**src/rtl/adder_multicycle_nb_pkg.sv**
```systemverilog
// Shared types and sizing helpers for the multi-cycle adder/subtractor.
package adder_multicycle_nb_pkg;

   // Controller states: waiting for a request, adding chunks, holding a result.
   typedef enum logic [1:0] {
      IDLE = 2'd0,
      CALC = 2'd1,
      DONE = 2'd2
   } state_t;

   // Number of chunk-add cycles needed for one operation.
   function automatic int nchunk(input int width, input int chunk);
      return width / chunk;
   endfunction

   // Chunk counter width; kept at least one bit so a single-chunk build still has a counter.
   function automatic int cnt_width(input int width, input int chunk);
      int n;
      n = width / chunk;
      return (n < 2) ? 1 : $clog2(n);
   endfunction

endpackage

```
**src/rtl/adder_multicycle_nb_if.sv**
```systemverilog
// Request/response handshake bundle for the multi-cycle adder/subtractor.
// "master" is the requester/consumer side, "slave" is the adder itself.
interface adder_multicycle_nb_if #(
   parameter int WIDTH = 32
);
   logic             req_val;
   logic             req_rdy;
   logic [WIDTH-1:0] req_in0;
   logic [WIDTH-1:0] req_in1;
   logic             req_sub;
   logic             resp_val;
   logic             resp_rdy;
   logic [WIDTH-1:0] resp_sum;
   logic             resp_cout;
   logic             resp_ovf;

   modport master (
      output req_val, req_in0, req_in1, req_sub, resp_rdy,
      input  req_rdy, resp_val, resp_sum, resp_cout, resp_ovf
   );

   modport slave (
      input  req_val, req_in0, req_in1, req_sub, resp_rdy,
      output req_rdy, resp_val, resp_sum, resp_cout, resp_ovf
   );
endinterface

```
**src/rtl/adder_multicycle_nb_chunk.sv**
```systemverilog
// Combinational CHUNK-bit adder with carry in and carry out.
// This is the only arithmetic unit in the block; the top reuses it every cycle.
module adder_chunk_nb #(
   parameter int CHUNK = 8
) (
   input  logic [CHUNK-1:0] a,
   input  logic [CHUNK-1:0] b,
   input  logic             cin,
   output logic [CHUNK-1:0] sum,
   output logic             cout
);

   // One extra bit on each operand captures the carry out of the chunk MSB.
   assign {cout, sum} = {1'b0, a} + {1'b0, b} + {{CHUNK{1'b0}}, cin};

endmodule

```
**src/rtl/adder_multicycle_nb.sv**
```systemverilog
// Multi-cycle WIDTH-bit adder/subtractor: adds CHUNK bits per cycle through one
// chunk adder with a registered carry, then holds sum, carry-out and signed
// overflow until the consumer takes them.
module adder_multicycle_nb
   import adder_multicycle_nb_pkg::*;
#(
   parameter int WIDTH = 32,
   parameter int CHUNK = 8
) (
   input  logic                 clk,
   input  logic                 reset,
   adder_multicycle_nb_if.slave bus
);

   localparam int NCHUNK = nchunk(WIDTH, CHUNK);
   localparam int CNT_W  = cnt_width(WIDTH, CHUNK);

   localparam logic [CNT_W-1:0] LAST_CNT   = CNT_W'(NCHUNK - 1);
   localparam logic [WIDTH-1:0] CHUNK_MASK = WIDTH'({CHUNK{1'b1}});

   state_t           state;
   logic [CNT_W-1:0] cnt;

   // Latched operands; op_b already holds ~B for a subtract.
   logic [WIDTH-1:0] op_a;
   logic [WIDTH-1:0] op_b;
   logic             carry;
   logic [WIDTH-1:0] sum_acc;

   // Registered handshake and result outputs.
   logic             req_rdy_q;
   logic             resp_val_q;
   logic [WIDTH-1:0] sum_q;
   logic             cout_q;
   logic             ovf_q;

   // Current chunk slice and adder results.
   logic [31:0]      base;
   logic [CHUNK-1:0] a_chunk;
   logic [CHUNK-1:0] b_chunk;
   logic [CHUNK-1:0] s_chunk;
   logic             c_chunk;
   logic [WIDTH-1:0] sum_next;
   logic             last;
   logic             ovf_next;

   // Bit offset of the chunk being processed this cycle.
   assign base = 32'(cnt) * 32'(CHUNK);

   // Shifts rather than indexed part-selects keep the select logic width-agnostic.
   assign a_chunk = CHUNK'(op_a >> base);
   assign b_chunk = CHUNK'(op_b >> base);

   adder_chunk_nb #(
      .CHUNK (CHUNK)
   ) u_chunk (
      .a    (a_chunk),
      .b    (b_chunk),
      .cin  (carry),
      .sum  (s_chunk),
      .cout (c_chunk)
   );

   assign last = (cnt == LAST_CNT);

   // Merge this cycle's chunk result into the running sum.
   always_comb begin
      sum_next = sum_acc;
      sum_next = (sum_next & ~(CHUNK_MASK << base)) | (WIDTH'(s_chunk) << base);
   end

   // On the final chunk s_chunk's MSB is the sum MSB; overflow when like-signed
   // operands produce a result of the other sign.
   assign ovf_next = (op_a[WIDTH-1] == op_b[WIDTH-1]) && (s_chunk[CHUNK-1] != op_a[WIDTH-1]);

   // Controller, counter, operand/sum registers and registered outputs.
   always_ff @(posedge clk or negedge reset) begin
      if (!reset) begin
         state      <= IDLE;
         cnt        <= '0;
         op_a       <= '0;
         op_b       <= '0;
         carry      <= 1'b0;
         sum_acc    <= '0;
         req_rdy_q  <= 1'b1;
         resp_val_q <= 1'b0;
         sum_q      <= '0;
         cout_q     <= 1'b0;
         ovf_q      <= 1'b0;
      end else begin
         case (state)
            IDLE: begin
               if (bus.req_val) begin
                  op_a      <= bus.req_in0;
                  op_b      <= bus.req_sub ? ~bus.req_in1 : bus.req_in1;
                  // Subtract is A + ~B + 1: the +1 enters as the initial carry.
                  carry     <= bus.req_sub;
                  sum_acc   <= '0;
                  cnt       <= '0;
                  req_rdy_q <= 1'b0;
                  state     <= CALC;
               end
            end
            CALC: begin
               sum_acc <= sum_next;
               carry   <= c_chunk;
               cnt     <= cnt + 1'b1;
               if (last) begin
                  sum_q      <= sum_next;
                  cout_q     <= c_chunk;
                  ovf_q      <= ovf_next;
                  resp_val_q <= 1'b1;
                  state      <= DONE;
               end
            end
            DONE: begin
               // No accept in the same cycle as the response leaves.
               if (bus.resp_rdy) begin
                  resp_val_q <= 1'b0;
                  req_rdy_q  <= 1'b1;
                  state      <= IDLE;
               end
            end
            default: begin
               resp_val_q <= 1'b0;
               req_rdy_q  <= 1'b1;
               state      <= IDLE;
            end
         endcase
      end
   end

   assign bus.req_rdy   = req_rdy_q;
   assign bus.resp_val  = resp_val_q;
   assign bus.resp_sum  = sum_q;
   assign bus.resp_cout = cout_q;
   assign bus.resp_ovf  = ovf_q;

endmodule

```
**src/flat_wrapper.sv**
```systemverilog
// flat-port wrapper written by rule: the top's interface ports become plain ports
module adder_multicycle_nb_flat import adder_multicycle_nb_pkg::*;
#(
   parameter int WIDTH = 32,
   parameter int CHUNK = 8
)
  (clk, reset, bus_req_val, bus_req_in0, bus_req_in1, bus_req_sub, bus_resp_rdy, bus_req_rdy, bus_resp_val, bus_resp_sum, bus_resp_cout, bus_resp_ovf);
  adder_multicycle_nb_if #(.WIDTH(WIDTH)) bus_i ();
  input  logic clk;
  input  logic reset;
  input wire logic [$bits(bus_i.req_val)-1:0] bus_req_val;
  input wire logic [$bits(bus_i.req_in0)-1:0] bus_req_in0;
  input wire logic [$bits(bus_i.req_in1)-1:0] bus_req_in1;
  input wire logic [$bits(bus_i.req_sub)-1:0] bus_req_sub;
  input wire logic [$bits(bus_i.resp_rdy)-1:0] bus_resp_rdy;
  output wire logic [$bits(bus_i.req_rdy)-1:0] bus_req_rdy;
  output wire logic [$bits(bus_i.resp_val)-1:0] bus_resp_val;
  output wire logic [$bits(bus_i.resp_sum)-1:0] bus_resp_sum;
  output wire logic [$bits(bus_i.resp_cout)-1:0] bus_resp_cout;
  output wire logic [$bits(bus_i.resp_ovf)-1:0] bus_resp_ovf;
  assign bus_i.req_val = bus_req_val;
  assign bus_i.req_in0 = bus_req_in0;
  assign bus_i.req_in1 = bus_req_in1;
  assign bus_i.req_sub = bus_req_sub;
  assign bus_i.resp_rdy = bus_resp_rdy;
  assign bus_req_rdy = bus_i.req_rdy;
  assign bus_resp_val = bus_i.resp_val;
  assign bus_resp_sum = bus_i.resp_sum;
  assign bus_resp_cout = bus_i.resp_cout;
  assign bus_resp_ovf = bus_i.resp_ovf;
  adder_multicycle_nb #(.WIDTH(WIDTH), .CHUNK(CHUNK)) u_core (.clk(clk), .reset(reset), .bus(bus_i));
endmodule
```
**config.mk**
```make
export PLATFORM = sky130hd
export DESIGN_NAME = adder_multicycle_nb_flat
export DESIGN_NICKNAME = d
export VERILOG_FILES = /design/src/rtl/adder_multicycle_nb_pkg.sv /design/src/rtl/adder_multicycle_nb_if.sv /design/src/rtl/adder_multicycle_nb_chunk.sv /design/src/rtl/adder_multicycle_nb.sv /design/src/flat_wrapper.sv
export SDC_FILE = /design/constraint.sdc
export NUM_CORES = 1
export LEC_CHECK = 0
export CORE_UTILIZATION = 48
export DETAILED_ROUTE_END_ITERATION = 16
export PLACE_DENSITY = 0.8
export SLEW_MARGIN = 20
export SYNTH_ARGS = -nofsm -noshare
export SYNTH_HDL_FRONTEND = slang
export SYNTH_SLANG_ARGS = --single-unit
```
**constraint.sdc**
```tcl
create_clock -name clk -period 3.8 [get_ports clk]
set_input_delay 0.95 -clock clk [delete_from_list [all_inputs] [get_ports clk]]
set_output_delay 0.95 -clock clk [all_outputs]
set_load 0.01 [all_outputs]
```
# Word-level counts from Yosys, hierarchy flattened

Index checks and enable logic that the tools add are counted.

Add/subtract/negate cells: 3
$mul: 0
Divide/modulo/power cells: 0
$lt $le $gt $ge: 0
Eq/ne operators: 8
Shift operators: 4
Muxes and demuxes: 17
Bitwise logic cells: 6
Reduce and logical (&&, ||, !) cells: 9

Operators by type and width:

| operator             | number |
|---|---|
| $mux 32              | 2 |
| $not 32->32          | 2 |
| $pmux 32 s2          | 1 |
| $shr 32x5->8         | 2 |
| $and 32x32->32       | 1 |
| $or 32x32->32        | 1 |
| $shl 8x5->32         | 1 |
| $shl 8x5->32 const A | 1 |
| $add 8x8->9          | 1 |
| $add 9x1->9          | 1 |
| $reduce_and 3->1     | 3 |
| $mux 2               | 4 |
| $pmux 1 s3           | 2 |
| $pmux 2 s3           | 1 |
| $reduce_and 2->1     | 3 |
| $mux 1               | 5 |
| $eq 2x2->1 const B   | 2 |
| $ne 2x2->1 const B   | 2 |
| $pmux 2 s2           | 1 |
| $add 2x1->2 const B  | 1 |
| $eq 2x1->1 const B   | 1 |
| $logic_not 2->1      | 1 |
| $ne 2x1->1 const B   | 1 |
| $not 1->1            | 2 |
| 5 further kinds      | 5 |

Flip-flop bits (word level): 137
Latch bits: 0
Bits in writable memories: 0
Memory bits (read-only): 0
Input bits: 69
Output and inout port bits: 36
Logic and storage cells: 58
Memories kept: 0

# Logic depth before layout (Yosys ltp)

Depth after elaboration: 6
Mapped depth: 11

# By module

Synthesis repeated with hierarchy kept, for this count alone.

Cell total of the unflattened synthesis: 546
Area, all modules: 6129.6 um2

Modules (own cells, without submodules):

| module              | times used | cells an instance | area each (um2) | sequential area each (um2) |
|---|---|---|---|---|
| adder_multicycle_nb | 1          | 506               | 5798.1          | 3229.3 |
| adder_chunk_nb      | 1          | 40                | 331.6           | 0.0 |

# Worst setup path before layout

OpenSTA, ideal clock, no wires.

Kind: register to register
From: reg u_core.cnt[0]
To: reg u_core.sum_acc[14]
Setup time: 0.066 ns
Data arrival time: 3.460 ns
Path slack: 0.274 ns
Stages on the path, launching flop included: 12
Clock period less this slack: 3.526 ns
Cells stage by stage: dfrtp_1 > clkbuf_1 > buf_2 > mux4_2 > fa_1 > inv_1 > fa_1 > nor2b_4 > o31a_1 > or4b_4 > o311ai_4 > a22o_1

Word-level cells in the longest chain between the ends: 6

RTL lines:

| item                            | RTL line                                             | source |
|---|---|---|
| start, declared                 | adder_multicycle_nb.sv:22                            | `logic [CNT_W-1:0] cnt;` |
| start signal, assigned          | adder_multicycle_nb.sv:107                           | `cnt <= cnt + 1'b1;` |
| $shr 32x5->8 (on tied branches) | adder_multicycle_nb.sv:51, adder_multicycle_nb.sv:52 |  |
| $add 8x8->9                     | adder_multicycle_nb_chunk.sv:14                      | `assign {cout, sum} = {1'b0, a} + {1'b0, b} + {{CHUNK{1'b0}}, cin};` |
| $add 9x1->9                     | adder_multicycle_nb_chunk.sv:14                      |  |
| $shl 8x5->32                    | adder_multicycle_nb.sv:69                            | `sum_next = (sum_next & ~(CHUNK_MASK << base)) \| (WIDTH'(s_chunk) << base);` |
| $or 32x32->32 *                 | adder_multicycle_nb.sv:69                            |  |
| $pmux 32 s2 *                   | adder_multicycle_nb.sv:91                            | `case (state)` |
| end signal, assigned            | adder_multicycle_nb.sv:105                           | `sum_acc <= sum_next;` |
| end, declared                   | adder_multicycle_nb.sv:28                            | `logic [WIDTH-1:0] sum_acc;` |

Mark *: on every way between the ends. The rest lies on a longest branch, timed or not.
A chain may end at the register's enable or synchronous reset.

# Worst setup path after layout

From: reg u_core.cnt[0]
To: reg u_core.ovf_q, in the netlist u_core.bus.resp_ovf

Word-level cells in the longest chain between the ends: 5

RTL lines:

| item                            | RTL line                                             | source |
|---|---|---|
| $shr 32x5->8 (on tied branches) | adder_multicycle_nb.sv:51, adder_multicycle_nb.sv:52 |  |
| $add 8x8->9                     | adder_multicycle_nb_chunk.sv:14                      |  |
| $add 9x1->9                     | adder_multicycle_nb_chunk.sv:14                      |  |
| $ne 1x1->1                      | adder_multicycle_nb.sv:74                            | `assign ovf_next = (op_a[WIDTH-1] == op_b[WIDTH-1]) && (s_chunk[CHUNK-1] != op_a[WIDTH-1]);` |
| $logic_and 1x1->1               | adder_multicycle_nb.sv:74                            |  |
| end signal, assigned            | adder_multicycle_nb.sv:111                           | `ovf_q <= ovf_next;` |
| end, declared                   | adder_multicycle_nb.sv:35                            | `logic ovf_q;` |

Parallel ways exist; a longest one is shown, timed or not.

==> metrics.yaml <==
hold_start: "u_core.sum_acc[1]"
post_cts_resized: 0
hold_path_end: "u_core.sum_acc[1]"
met3_usage_pct: 5.01
io_pins: 105
r2r_setup_slack_ns: 0.49
layout_common_cells: "dfrtp_1 (128), clkdlybuf4s50_1 (102), nor2_1 (84)"
cts-root-buf: "clkbuf_16"
syn-num-nets: 618
slew_headroom_pct: 33.0
cts.sinks: 129
n_antenna_cell: 0
ant_nets: 0
cts_buffers: 17
grt_usage_pct: 23.8
rows: 40
synth-seq-area-share_pct: 52.7
max-clock-path-buffers: 2
drc: 0
cp-end-kind: "flop"
peakVddDrop_mv: 0.774
path_max_fanout: 15
grt_use_met2_pct: 42.2
final_nets: 714
area_delta_synth_final_pct: 28.7
synth.distinct_cells: 47
cts_setup_buffers: 0
cap_viol_max_count: 0
slew_violations: 0
overflow: 0
synth_edf_count: 0
finalSetupTns_ns: 0
synthArstFlopShare_pct: 100
hold_path_depth: 2
firstDrtPassIters: 5
setup_viol: 0
h-tree-depth: 4
hpwl_um: 9890
grt_pass1_vias: 4789
grt_pass1_wl_um: 23900
p_leak_nw: 3.26
hold_class: "reg -> reg"
hold_violations: 0
grt_max_degree: 97
worstSetupStartpointType: "flop"
synth-seq-cells: 129
wire_per_inst_um: 17.7
rsz0062_at_grt: "false"
cp.arrival_ns: 3.55
first_iter_violations: 396
synth-main-ff-cell: "dfrtp_1"
clk_pin_slew_ns: 0.06
min_period_over_period_pct: 87.2
io_buffers: 104
tightest_slew_ns: 1.00
fin_crit_ns: 3.31
drt-total-wl_um: 14400
netlist_area_sq_um: 6130
fp.dieH_um: 115
syn_inst: 536
fp.dieW_um: 115
vias: 4616
path_class: "reg -> reg"
reg2reg_to: "u_core.bus.resp_ovf"
vias_per_cell: 5.68
crit-reg2reg-launch: "u_core.cnt[0]"
final_common_cell: "dfrtp_1"
tritoncts: "built"
finalCoreUtilization_pct: 64.6
grt_busiest_layer: "met2"
power_density_nw_per_um2: 1130
cts_hold_buf: 0
required_ns: 4.04
r2r_cells: 8
syn_avg_cell_area_sq_um: 11.4
gp_congestion: 0.918
initial_core_util_pct: 50.2
grtUsageMet1_pct: 28.3
antenna_found_initial: 0
outcome: "complete, no violations"
core_area_sq_um: 12200
clk_latency_ns: 0.42
final.fill_count: 965
fin_worst_skew_ns: 0.0160
die_area_sq_um: 13200
max_freq_mhz: 302
drive_above_1_share_pct: 15.0
synth_warnings: 0
worst max path at each step:
stage | start | end | slack (ns)
2_1_floorplan | u_core.cnt[0] | u_core.sum_acc[14] | 0.27
3_3_place_gp | u_core.cnt[0] | u_core.bus.resp_ovf | 0.70
3_5_place_dp | u_core.cnt[0] | u_core.bus.resp_ovf | 0.58
4_1_cts | u_core.cnt[0] | u_core.bus.resp_ovf | 0.51
5_1_grt | u_core.cnt[0] | u_core.bus.resp_ovf | 0.29
6_report | u_core.cnt[0] | u_core.bus.resp_ovf | 0.49
cells in the mapped netlist (4+ instances only):
master | n | area [sq um]
dfrtp_1 | 128 | 3200
nor2_1 | 84 | 315
a21oi_1 | 45 | 225
xnor2_1 | 33 | 289
mux2_2 | 32 | 360
nand2_1 | 30 | 113
a22o_1 | 27 | 236
a221oi_1 | 17 | 149
mux4_2 | 16 | 360
clkbuf_1 | 15 | 56.3
o21ai_0 | 14 | 70.1
inv_1 | 12 | 45.0
ha_1 | 11 | 138
buf_2 | 10 | 50.1
buf_1 | 8 | 30.0
a21o_1 | 5 | 37.5
nor2b_1 | 4 | 25.0
power by group:
group / total, mW / switching [mW] / internal [mW]
Sequential: 2.47 / 0.449 / 2.02
Clock: 1.59 / 0.675 / 0.919
Combinational: 4.83 / 2.72 / 2.11
Total: 8.90 / 3.84 / 5.05
worst max-delay path, stage by stage (launching register included):
cell and delay (ns):
dfrtp_1 0.45, buf_4 0.33, mux4_2 0.58, ha_1 0.34, a211oi_1 0.37, o2111ai_1 0.20
a211oi_2 0.58, nand3b_1 0.19, a31oi_1 0.08
logic make-up after synthesis:
family | after synthesis | synth area share, %
buffers and inverters | 46 | 3.04
AOI/OAI and AO/OA | 135 | 15.7
and+or+nand+nor | 131 | 9.04
DFF | 129 | 52.7
muxes | 49 | 11.9
adders and majority gates | 13 | 2.90
xor gates and xnor gates | 33 | 4.71
stage by stage:
step / hold WS, ns / setup WS [ns] / cells / power [mW] / cell area [sq um]
after floorplan: 0.449 / 0.274 / 536 / 5.64 / 6130
after global placement: 0.460 / 0.701 / 781 / 6.93 / 7320
after detailed placement: 0.473 / 0.576 / 781 / 7.18 / 7320
after CTS: 0.485 / 0.505 / 813 / 8.85 / 7890
after global routing: 0.518 / 0.292 / 813 / 9.45 / 7890
final: 0.482 / 0.488 / 813 / 8.90 / 7890
routing by layer:
layer  part of all wire (%)  up-vias
met2                     53      180
li1                       -     2108
met3                    5.0       36
met1                     40     2292
met4                    2.3        0
met5                      0        -
layout make-up:
| class | count | area (sq um) | share of cell area (%) |
|---|---|---|---|
| Timing Repair Buffer | 111 | 1110 | 14.1 |
| Sequential cell | 129 | 3230 | 40.9 |
| Inverter | 12 | 45.0 | 0.571 |
| Tap cell | 168 | 210 | 2.66 |
| Clock inverter | 15 | 146 | 1.86 |
| Clock buffer | 17 | 425 | 5.39 |
| Multi-Input combinational cell | 361 | 2720 | 34.5 |
sequential cells by signal, indices dropped and copies added, names as in the netlist, 2 cells and up:
signal / count
u_core.bus.resp_sum: 32
u_core.op_a: 32
u_core.op_b: 32
u_core.sum_acc: 24
u_core.cnt: 2
u_core.state: 2
Note: power is estimated with default switching activity, not from simulation.
